## config.mk

```make
export PLATFORM = sky130hd
export DESIGN_NAME = state_manager
export DESIGN_NICKNAME = d
export VERILOG_FILES = /design/src/rtl/aes_pkg.sv /design/src/rtl/state_manager.sv
export SDC_FILE = /design/constraint.sdc
export NUM_CORES = 1
export LEC_CHECK = 0
export ABC_AREA = 1
export BUFFER_PORTS_ARGS = -buffer_cell sky130_fd_sc_hd__buf_2
export CORE_MARGIN = 5
export CORE_UTILIZATION = 42
export CTS_CLUSTER_DIAMETER = 40
export DETAILED_ROUTE_END_ITERATION = 7
export GPL_ROUTABILITY_DRIVEN = 1
export SLEW_MARGIN = 30
export SYNTH_ARGS = -nofsm -noshare
export SYNTH_HDL_FRONTEND = slang
export SYNTH_SLANG_ARGS = --single-unit
```

## constraint.sdc

```tcl
create_clock -name clock -period 2 [get_ports clock]
set_clock_uncertainty 0.2 [all_clocks]
set_input_delay 0.4 -clock clock [delete_from_list [all_inputs] [get_ports clock]]
set_output_delay 0.4 -clock clock [all_outputs]
set_load 0.01 [all_outputs]
```

## src/rtl/aes_pkg.sv

```systemverilog
// rtl/aes_pkg.sv - shared state codes and select constants for the AES-128 control path
package aes_pkg;

    localparam int NUM_ROUNDS = 10;

    typedef enum logic [5:0] {
        ST_IDLE          = 6'd0,
        ST_PTEXT_WRITE   = 6'd1,
        ST_KEY_WRITE     = 6'd2,
        ST_KEY_EXP_WAIT  = 6'd3,
        ST_INIT_ARK      = 6'd4,
        ST_SUB_BYTES     = 6'd5,
        ST_SHIFT_ROWS    = 6'd6,
        ST_MIX_COLUMNS   = 6'd7,
        ST_ADD_ROUND_KEY = 6'd8,
        ST_WAIT_READ     = 6'd9,
        ST_CTEXT_READ    = 6'd10
    } state_t;

    localparam logic [3:0] SEL_NONE          = 4'd0;
    localparam logic [3:0] SEL_PTEXT         = 4'd1;
    localparam logic [3:0] SEL_KEY           = 4'd2;
    localparam logic [3:0] SEL_SUB_BYTES     = 4'd3;
    localparam logic [3:0] SEL_SHIFT_ROWS    = 4'd4;
    localparam logic [3:0] SEL_MIX_COLUMNS   = 4'd5;
    localparam logic [3:0] SEL_ADD_ROUND_KEY = 4'd6;

    localparam logic MAT_COL   = 1'b0;
    localparam logic MAT_ROW   = 1'b1;
    localparam logic MAT_READ  = 1'b0;
    localparam logic MAT_WRITE = 1'b1;

endpackage

```

## src/rtl/state_manager.sv

```systemverilog
// rtl/state_manager.sv - AES-128 control FSM sequencing load, key expansion wait, ten rounds and read-out
module state_manager
    import aes_pkg::*;
(
    input  logic       clock,
    input  logic       reset_n,
    input  logic       start_write_n,
    input  logic       start_read_n,
    input  logic       key_expand_done,
    output logic       done,
    output logic [5:0] dbg_state,
    output logic [3:0] dbg_round,
    output logic [3:0] matrix_in_sel,
    output logic       matrix_write_enable,
    output logic       mat_row_col,
    output logic       mat_read_write,
    output logic [1:0] mat_idx
);

    localparam logic [3:0] LAST_ROUND = 4'(NUM_ROUNDS);

    state_t     state, state_nx;
    logic [1:0] idx, idx_nx;
    logic [3:0] round, round_nx;
    logic       last_idx;
    logic       stepping;

    always_comb begin
        state_nx = state;
        round_nx = round;
        stepping = 1'b0;
        last_idx = (idx == 2'd3);
        case (state)
            ST_IDLE: begin
                if (!start_write_n) state_nx = ST_PTEXT_WRITE;
            end
            ST_PTEXT_WRITE: begin
                stepping = 1'b1;
                if (last_idx) state_nx = ST_KEY_WRITE;
            end
            ST_KEY_WRITE: begin
                stepping = 1'b1;
                if (last_idx) state_nx = ST_KEY_EXP_WAIT;
            end
            ST_KEY_EXP_WAIT: begin
                if (key_expand_done) begin
                    state_nx = ST_INIT_ARK;
                    round_nx = 4'd0;
                end
            end
            ST_INIT_ARK: begin
                stepping = 1'b1;
                if (last_idx) begin
                    state_nx = ST_SUB_BYTES;
                    round_nx = 4'd1;
                end
            end
            ST_SUB_BYTES: begin
                stepping = 1'b1;
                if (last_idx) state_nx = ST_SHIFT_ROWS;
            end
            // The final round has no MixColumns step
            ST_SHIFT_ROWS: begin
                stepping = 1'b1;
                if (last_idx) state_nx = (round == LAST_ROUND) ? ST_ADD_ROUND_KEY : ST_MIX_COLUMNS;
            end
            ST_MIX_COLUMNS: begin
                stepping = 1'b1;
                if (last_idx) state_nx = ST_ADD_ROUND_KEY;
            end
            ST_ADD_ROUND_KEY: begin
                stepping = 1'b1;
                if (last_idx) begin
                    if (round == LAST_ROUND) begin
                        state_nx = ST_WAIT_READ;
                    end else begin
                        state_nx = ST_SUB_BYTES;
                        round_nx = round + 4'd1;
                    end
                end
            end
            ST_WAIT_READ: begin
                if (!start_read_n) state_nx = ST_CTEXT_READ;
            end
            ST_CTEXT_READ: begin
                stepping = 1'b1;
                if (last_idx) begin
                    state_nx = ST_IDLE;
                    round_nx = 4'd0;
                end
            end
            default: begin
                state_nx = ST_IDLE;
                round_nx = 4'd0;
            end
        endcase
        idx_nx = stepping ? idx + 2'd1 : 2'd0;
    end

    // Outputs are decoded from the next-state values so they line up with the state register
    always_ff @(posedge clock) begin
        if (reset_n) begin
            state               <= ST_IDLE;
            idx                 <= 2'd0;
            round               <= 4'd0;
            done                <= 1'b0;
            dbg_state           <= 6'd0;
            dbg_round           <= 4'd0;
            matrix_in_sel       <= SEL_NONE;
            matrix_write_enable <= 1'b0;
            mat_row_col         <= MAT_COL;
            mat_read_write      <= MAT_READ;
            mat_idx             <= 2'd0;
        end else begin
            state               <= state_nx;
            idx                 <= idx_nx;
            round               <= round_nx;
            dbg_state           <= state_nx;
            dbg_round           <= round_nx;
            mat_idx             <= idx_nx;
            done                <= 1'b0;
            matrix_in_sel       <= SEL_NONE;
            matrix_write_enable <= 1'b0;
            mat_row_col         <= MAT_COL;
            mat_read_write      <= MAT_READ;
            case (state_nx)
                ST_PTEXT_WRITE: begin
                    matrix_in_sel       <= SEL_PTEXT;
                    matrix_write_enable <= 1'b1;
                    mat_read_write      <= MAT_WRITE;
                end
                // Key bytes go to the expander's storage, not into the state matrix
                ST_KEY_WRITE: begin
                    matrix_in_sel  <= SEL_KEY;
                    mat_read_write <= MAT_WRITE;
                end
                ST_INIT_ARK, ST_ADD_ROUND_KEY: begin
                    matrix_in_sel       <= SEL_ADD_ROUND_KEY;
                    matrix_write_enable <= 1'b1;
                    mat_read_write      <= MAT_WRITE;
                end
                ST_SUB_BYTES: begin
                    matrix_in_sel       <= SEL_SUB_BYTES;
                    matrix_write_enable <= 1'b1;
                    mat_read_write      <= MAT_WRITE;
                end
                ST_SHIFT_ROWS: begin
                    matrix_in_sel       <= SEL_SHIFT_ROWS;
                    matrix_write_enable <= 1'b1;
                    mat_row_col         <= MAT_ROW;
                    mat_read_write      <= MAT_WRITE;
                end
                ST_MIX_COLUMNS: begin
                    matrix_in_sel       <= SEL_MIX_COLUMNS;
                    matrix_write_enable <= 1'b1;
                    mat_read_write      <= MAT_WRITE;
                end
                ST_WAIT_READ, ST_CTEXT_READ: begin
                    done <= 1'b1;
                end
                default: begin
                end
            endcase
        end
    end

endmodule

```

==> results of run 1 <==
-- worst min path at each step --
stage                            from             endpoint  slack [ns]  cells after the start
floorplan           idx[0]$_SDFF_PP0_    idx[0]$_SDFF_PP0_        0.26                      1
global placement    idx[0]$_SDFF_PP0_    idx[0]$_SDFF_PP0_        0.23                      1
detailed placement  idx[0]$_SDFF_PP0_    idx[0]$_SDFF_PP0_        0.24                      1
CTS                           reset_n  state[3]$_SDFF_PP0_        0.18                      2
global route                  reset_n  state[3]$_SDFF_PP0_        0.17                      2
finish                        reset_n  state[3]$_SDFF_PP0_        0.20                      2
-- cells in the mapped netlist --
| cell type | n |
|---|---|
| nand2_2 | 3 |
| o21ai_1 | 1 |
| nand3_2 | 5 |
| nand2_1 | 52 |
| xnor2_1 | 1 |
| nand3_4 | 1 |
| a31oi_1 | 1 |
| and2_1 | 1 |
| buf_4 | 1 |
| ha_1 | 3 |
| or2_2 | 1 |
| nor2_2 | 3 |
| a21oi_1 | 6 |
| clkbuf_1 | 1 |
| conb_1 | 1 |
| inv_2 | 6 |
| nand3_1 | 23 |
| buf_2 | 1 |
| nor2_4 | 4 |
| o21ai_0 | 8 |
| nand4_1 | 3 |
| nor2_1 | 33 |
| a21oi_2 | 1 |
| nand3b_4 | 1 |
| nor3_1 | 3 |
| inv_1 | 21 |
| dfxtp_1 | 19 |
| a211oi_2 | 1 |
-- kinds of logic (layout without fill, tap and decap cells) --
family	after synthesis	count (layout)	synth area share
DFF	19	19	0.292
xor gates and xnor gates	1	1	0.00673
AOI/OAI and AO/OA	18	18	0.0788
buffers and inverters	30	60	0.0904
adders and majority gates	3	3	0.0288
and+or+nand+nor	133	133	0.500
other	1	3	0.00288
-- timing repair --
item	in CTS	in global routing
gates cloned	0	0
setup endpoints to repair	1	11
setup buffers	0	0
gates resized for setup	1	17
pin swaps	0	6
-- sequential cells by signal, indices dropped and copies added, names as in the netlist --
| register | flops |
|---|---|
| done | 1 |
| idx | 2 |
| mat_read_write | 1 |
| mat_row_col | 1 |
| matrix_in_sel | 3 |
| matrix_write_enable | 1 |
| round | 4 |
| state | 6 |
-- metal layers --
layer	share of wire	routed length, µm
met1	0.48	1550
met2	0.45	1450
met3	0.062	199
met4	0.0077	25
met5	0	0
-- where the power goes --
part	internal, µW	total (µW)	leakage (µW)	switching, µW
Sequential	382	387	0.000158	5.67
Clock	76.3	206	0.0000139	130
Combinational	19.7	55.6	0.000674	36.0
Total	478	649	0.000846	171
-- layout make-up --
cell class / instances / share of cell area
multi-input combinational: 158 / 0.537
clock buffer: 3 / 0.0143
timing repair buffer: 29 / 0.102
sequential: 19 / 0.252
tap: 33 / 0.0263
inverter: 27 / 0.0645
clock inverter: 1 / 0.00478
-- stage by stage --
stage / instance area (µm²) / power, µW / setup slack, ns / setup TNS (ns) / hold WS [ns]
6_report: 1570 / 649 / 0.173 / 0 / 0.196
5_1_grt: 1570 / 693 / -0.00156 / -0.00156 / 0.173
4_1_cts: 1530 / 665 / 0.0633 / 0 / 0.183
3_5_place_dp: 1490 / 453 / 0.0103 / 0 / 0.243
3_3_place_gp: 1490 / 453 / 0.0373 / 0 / 0.228
2_1_floorplan: 1310 / 434 / 0.182 / 0 / 0.258
==> implementation parameters, run 1 <==
Parameter                              Value

Global routing
  Antenna violations before repair    0
  Global routing met1 resource utilization    0.222
  Pin count of the biggest net entering global routing    13
  Vias in the first global route    approximately 1300
  Met2 GRT Util    0.270
  Busiest grt layer    met2
  Total congestion overflow    0
  Overall Global Routing Usage    0.167
  Met3 track utilization from global routing    0.0427
  First-pass GRT wire length    5680 µm

Yosys
  Synth unique cells    28
  Mapped cell area    ~1300 µm²
  Library cell with the largest summed area after synthesis    dfxtp_1
  Area share of the largest cell type after synthesis    0.292
  Sequential area share after synthesis    0.292
  Gate count after technology mapping    205
  Main area contributors after synthesis    dfxtp_1 29%, nand2_1 15%, nor2_1 9.5%
  Flop and latch count out of synthesis    19
  Syn_area_per_cell    approximately 6.3 µm²
  Yosys warning count    0

Floorplan
  Die X-Extent    65.7 µm
  Number of placed I/O pins    25
  Die height    between 60 and 70 µm
  Area of the die    4310 µm²
  Starting density of the core    0.433
  Row Count    20
  Placeable core region    around 3000 µm²

Cells and area
  Diodes inserted    0
  Area added between synthesis and finish    20.8%
  Post-layout util    0.523
  Non-filler cells in the finished layout    270
  Number of filler instances in the final layout    316
  Total area of multi-input combinational cells    843 µm²
  Flip-flop and latch area    slightly below 400 µm²
  Share of layout cells above drive strength 1    0.308
  Commonest non-fill, non-tap cell in the layout    nand2_1
  Most frequent cells in the layout    51 x nand2_1, 32 x nor2_1, 23 x buf_2
  Fin nets    between 200 and 250

STA
  Endpoints failing setup    0
  Achievable frequency    547 MHz
  Total count of hold-check failures in the final report    0
  Part of the cycle the worst path needs    0.913
  Slew Limit Fails    0
  Period minus WS final    roughly 1.8 ns

Worst setup path
  Cell count of the worst reg-to-reg path    12
  Worst stage delay on the critical path    ~0.38 ns
  Dominant delay contributor by cell family on the critical path    simple AND/OR/NAND/NOR gates
  Max Fanout on Critical Path    8
  Slowest-stage cell, CP    dfxtp_4
  Register-to-register setup slack    approximately 0.17 ns
  Start of the worst register-to-register path    idx[0]$_SDFF_PP0_
  WP buf/inv    2
  CP endpoint kind    flop
  Critical path required time    around 2.1 ns
  Crit path to    matrix_in_sel[1]$_SDFF_PP0_
  Endpoint of the worst-slack reg-to-reg timing path    matrix_in_sel[1]$_SDFF_PP0_
  List of cells traversed by the critical path    ha_4 -> inv_2 -> nand2_1 -> nand2_1 -> nor2_1 -> o21ai_0 -> nand3_1 -> nor2_1 -> nand3_1 -> nand3_1 -> nand2_1 -> inv_1
  Logic depth of the worst path, buffers included    12
  Launching element type of the critical path    flop
  Critical path origin    idx[0]$_SDFF_PP0_
  Worst Setup Path Type    flop to flop
  Worst path arrival time    approximately 1.9 ns

Detailed routing
  Total DRC errors in the routed layout    0
  Number of design-rule violations left by the first detailed-router iteration    87
  TritonRoute pass-1 iters    4
  Vias after detailed routing    approximately 1400
  Wire per inst    roughly 12 µm
  Vias per cell    a little over 5
  Routed Wire Length    3230 µm
  Count of nets left with antenna violations after detail routing    0

Placement
  Placer Congestion    0.919
  DP HPWL    about 2600 µm
  Port-buffer cells    23
  Number of cells after detailed placement    around 270

Clock network
  Cell at the root of the clock tree    clkbuf_4
  Hold Buf Count CTS    0
  Clock tree from TritonCTS    built
  TritonCTS buffer count    3
  CTS sink cnt    19
  Clk buf depth    2
  Count of H-tree levels built during CTS    1
  Clock input transition at the sequential cells of the worst setup and hold paths    ~0.12 ns
  Insertion delay to the later sink of the worst-skew pair    just over 0.3 ns

Run
  Total of max-cap violations    0

Power
  LEAKAGE    ~0.00085 µW
  Peak supply drop    0.000311 V
  Power density over the cells    413 nW/µm²

Status
  Outcome    finished clean

Hold path
  Type of the tightest min-delay check    primary input to flop
Note: power is estimated with default switching activity, not from simulation.
==> run 2: changes to the inputs <==
--- a/config.mk
+++ b/config.mk
@@ -7,11 +7,14 @@
 export LEC_CHECK = 0
 export ABC_AREA = 1
 export BUFFER_PORTS_ARGS = -buffer_cell sky130_fd_sc_hd__buf_2
+export CELL_PAD_IN_SITES_DETAIL_PLACEMENT = 0
+export CELL_PAD_IN_SITES_GLOBAL_PLACEMENT = 1
 export CORE_MARGIN = 5
-export CORE_UTILIZATION = 42
+export CORE_UTILIZATION = 37
 export CTS_CLUSTER_DIAMETER = 40
 export DETAILED_ROUTE_END_ITERATION = 7
 export GPL_ROUTABILITY_DRIVEN = 1
+export PLACE_DENSITY_LB_ADDON = 0.1
 export SLEW_MARGIN = 30
 export SYNTH_ARGS = -nofsm -noshare
 export SYNTH_HDL_FRONTEND = slang
==> implementation parameters, run 2 (synthesis results as in run 1) <==
Parameter                              Value

Hold path
  Type of the tightest min-delay check    primary input to flop

Worst setup path
  Worst stage delay on the critical path    0.40 ns (+0.02 ns)
  Max Fanout on Critical Path    6 (-2)
  Worst path arrival time    1.89 ns (about the same)
  Critical path required time    2.05 ns (-0.02 ns)
  Launching element type of the critical path    flop
  List of cells traversed by the critical path    ha_1 -> nand4_1 -> nand3_1 -> and2_1 -> nand2_1 -> nor2_4 -> nand3_1 -> nand2_1 -> nor2_1 -> nor2_1
  Slowest-stage cell, CP    dfxtp_1
  CP endpoint kind    flop
  Worst Setup Path Type    flop to flop

Detailed routing
  Number of design-rule violations left by the first detailed-router iteration    91 (+4.6%)
  TritonRoute pass-1 iters    4 (unchanged)
  Vias per cell    4.82 (-4.4%)
  Total DRC errors in the routed layout    0 (unchanged)
  Count of nets left with antenna violations after detail routing    0 (unchanged)
  Highest routed layer    met4
  Met3 wire len    207 µm (+4.0%)
  Met1 routed wirelength after detailed routing    1510 µm (-2.3%)
  Wire per inst    11.5 µm (-3.8%)
  Vias after detailed routing    1363 (+0.22%)
  Routed Wire Length    3260 µm (+0.87%)
  Routed met2 length    1500 µm (+3.7%)

Placement
  Placer Congestion    0.931 (+1.3%)
  Port-buffer cells    23 (unchanged)
  DP HPWL    2600 µm (-0.10%)
  Total cell area at the placement stage    1500 µm² (about the same)
  Worst slack at placement    -0.0102 ns (-0.0205 ns)

STA
  Sum of negative setup slack    0 ns (unchanged)
  Slew Limit Fails    0 (unchanged)
  Period minus WS final    1.85 ns (+0.0215 ns)
  Final setup slack of the worst path    0.152 ns (-0.0215 ns)
  Worst-case hold slack    0.198 ns (+0.00185 ns)
  Endpoints failing setup    0 (unchanged)
  Part of the cycle the worst path needs    0.924 (+0.0107)
  Achievable frequency    541 MHz (-1.2%)
  Total count of hold-check failures in the final report    0 (unchanged)

Clock network
  Clock input transition at the sequential cells of the worst setup and hold paths    0.11 ns (about the same)
  Insertion delay to the later sink of the worst-skew pair    0.30 ns (about the same)
  Clk buf depth    2 (unchanged)
  Clock tree from TritonCTS    built
  Cell at the root of the clock tree    clkbuf_4
  TritonCTS buffer count    3 (unchanged)
  Count of H-tree levels built during CTS    1 (unchanged)
  CTS sink cnt    19 (unchanged)

Run
  Total of max-cap violations    0 (unchanged)

Cells and area
  Flip-flop and latch area    393 µm² (-0.63%)
  Top Registers    state (6), round (4), matrix_in_sel (3)
  Share of layout cells above drive strength 1    0.325 (+0.0169)
  Most frequent cells in the layout    50 x nand2_1, 28 x nor2_1, 23 x buf_2
  Diodes inserted    0 (unchanged)
  Design area    1610 µm² (+2.1%)
  Total area of multi-input combinational cells    866 µm² (+2.7%)
  Post-layout util    0.477 (-0.0460)
  Max FFs per register    6 (unchanged)
  Commonest non-fill, non-tap cell in the layout    nand2_1
  Reg with most FFs    state
  Number of filler instances in the final layout    382 (+21%)
  Area added between synthesis and finish    23.4%
  Fin nets    246 (unchanged)

Floorplan
  Die X-Extent    69.3 µm (+5.6%)
  Die height    69.3 µm (+5.6%)
  Number of placed I/O pins    25 (unchanged)
  Area of the die    4800 µm² (+11%)
  Starting density of the core    0.387 (-0.0464)
  Placeable core region    3360 µm² (+12%)
  Row Count    21 (+5.0%)

Global routing
  Vias in the first global route    1256 (-2.6%)
  Total congestion overflow    0 (unchanged)
  Antenna violations before repair    0 (unchanged)
  First-pass GRT wire length    5640 µm (-0.72%)
  Pin count of the biggest net entering global routing    12 (-1)
  Overall Global Routing Usage    0.138 (-0.0290)

Power
  LEAKAGE    0.000852 µW (+0.66%)
  Power density over the cells    400 nW/µm² (-3.1%)
  Peak supply drop    0.000366 V (+18%)

Status
  Outcome    finished clean
==> run 2: cell types whose count changed in the layout (fill, tap and decap cells not counted) <==
cell | before | now
nor2_4 | 5 | 8
clkinvlp_4 | 1 | 0
nand2_2 | 4 | 5
dfxtp_2 | 6 | 7
nand3_1 | 21 | 22
nand3_2 | 7 | 6
nor2_1 | 32 | 28
clkinv_2 | 0 | 1
dfxtp_4 | 2 | 1
nand2_1 | 51 | 50
nor2_2 | 3 | 4
==> run 2: critical path, delay by kind of cell (launching register included) <==
kind	cells	cell delay (ns)
simple gates	9	1.01
flops	1	0.40
fa+ha+maj	1	0.19
==> run 2: worst paths after layout <==
kind | startpoint | end | slack, ns | depth (start not counted)
setup reg to reg | round[1]$_SDFFE_PP0P_ | mat_read_write$_SDFF_PP0_ | 0.15 | 10
setup / recovery | round[1]$_SDFFE_PP0P_ | mat_read_write$_SDFF_PP0_ | 0.15 | 10
hold / removal | reset_n | round[2]$_SDFFE_PP0P_ | 0.20 | 2
hold reg to reg | idx[0]$_SDFF_PP0_ | idx[0]$_SDFF_PP0_ | 0.26 | 1
==> run 2: stage by stage <==
stage,total power (µW),std cells
6_report,642,283
3_3_place_gp,452,277
2_1_floorplan,434,207
3_5_place_dp,452,277
4_1_cts,651,281
5_1_grt,678,283
==> run 2: metal layers <==
layer | vias up | GRT usage
li1 | 714 | -
met1 | 602 | 0.180
met2 | 43 | 0.225
met3 | 4 | 0.0377
met5 | - | 0
met4 | 0 | 0.0347
==> run 2: layout make-up <==
cell class | instances | share of cell area
clock inverters | 1 | 0.00312
flip-flops and latches | 19 | 0.245
clock buffers | 3 | 0.0140
repair buffers | 29 | 0.0998
inverters | 27 | 0.0631
multi-input cells | 158 | 0.539
well taps | 46 | 0.0359
==> run 2: timing repair <==
action                     in CTS  in global routing
hold endpoints to repair        0                  0
hold buffers                    0                  0
pin swaps                       0                  5
resized for setup               1                 23
gates cloned                    0                  0
buffers inserted                0                  2
setup endpoints to repair       4                  9
==> run 2: power breakdown <==
part | internal [µW] | switching (µW) | total (µW)
clock | 74.4 | 120 | 195
sequential | 383 | 5.42 | 388
combinational | 21.3 | 38.0 | 59.3
total | 479 | 164 | 642
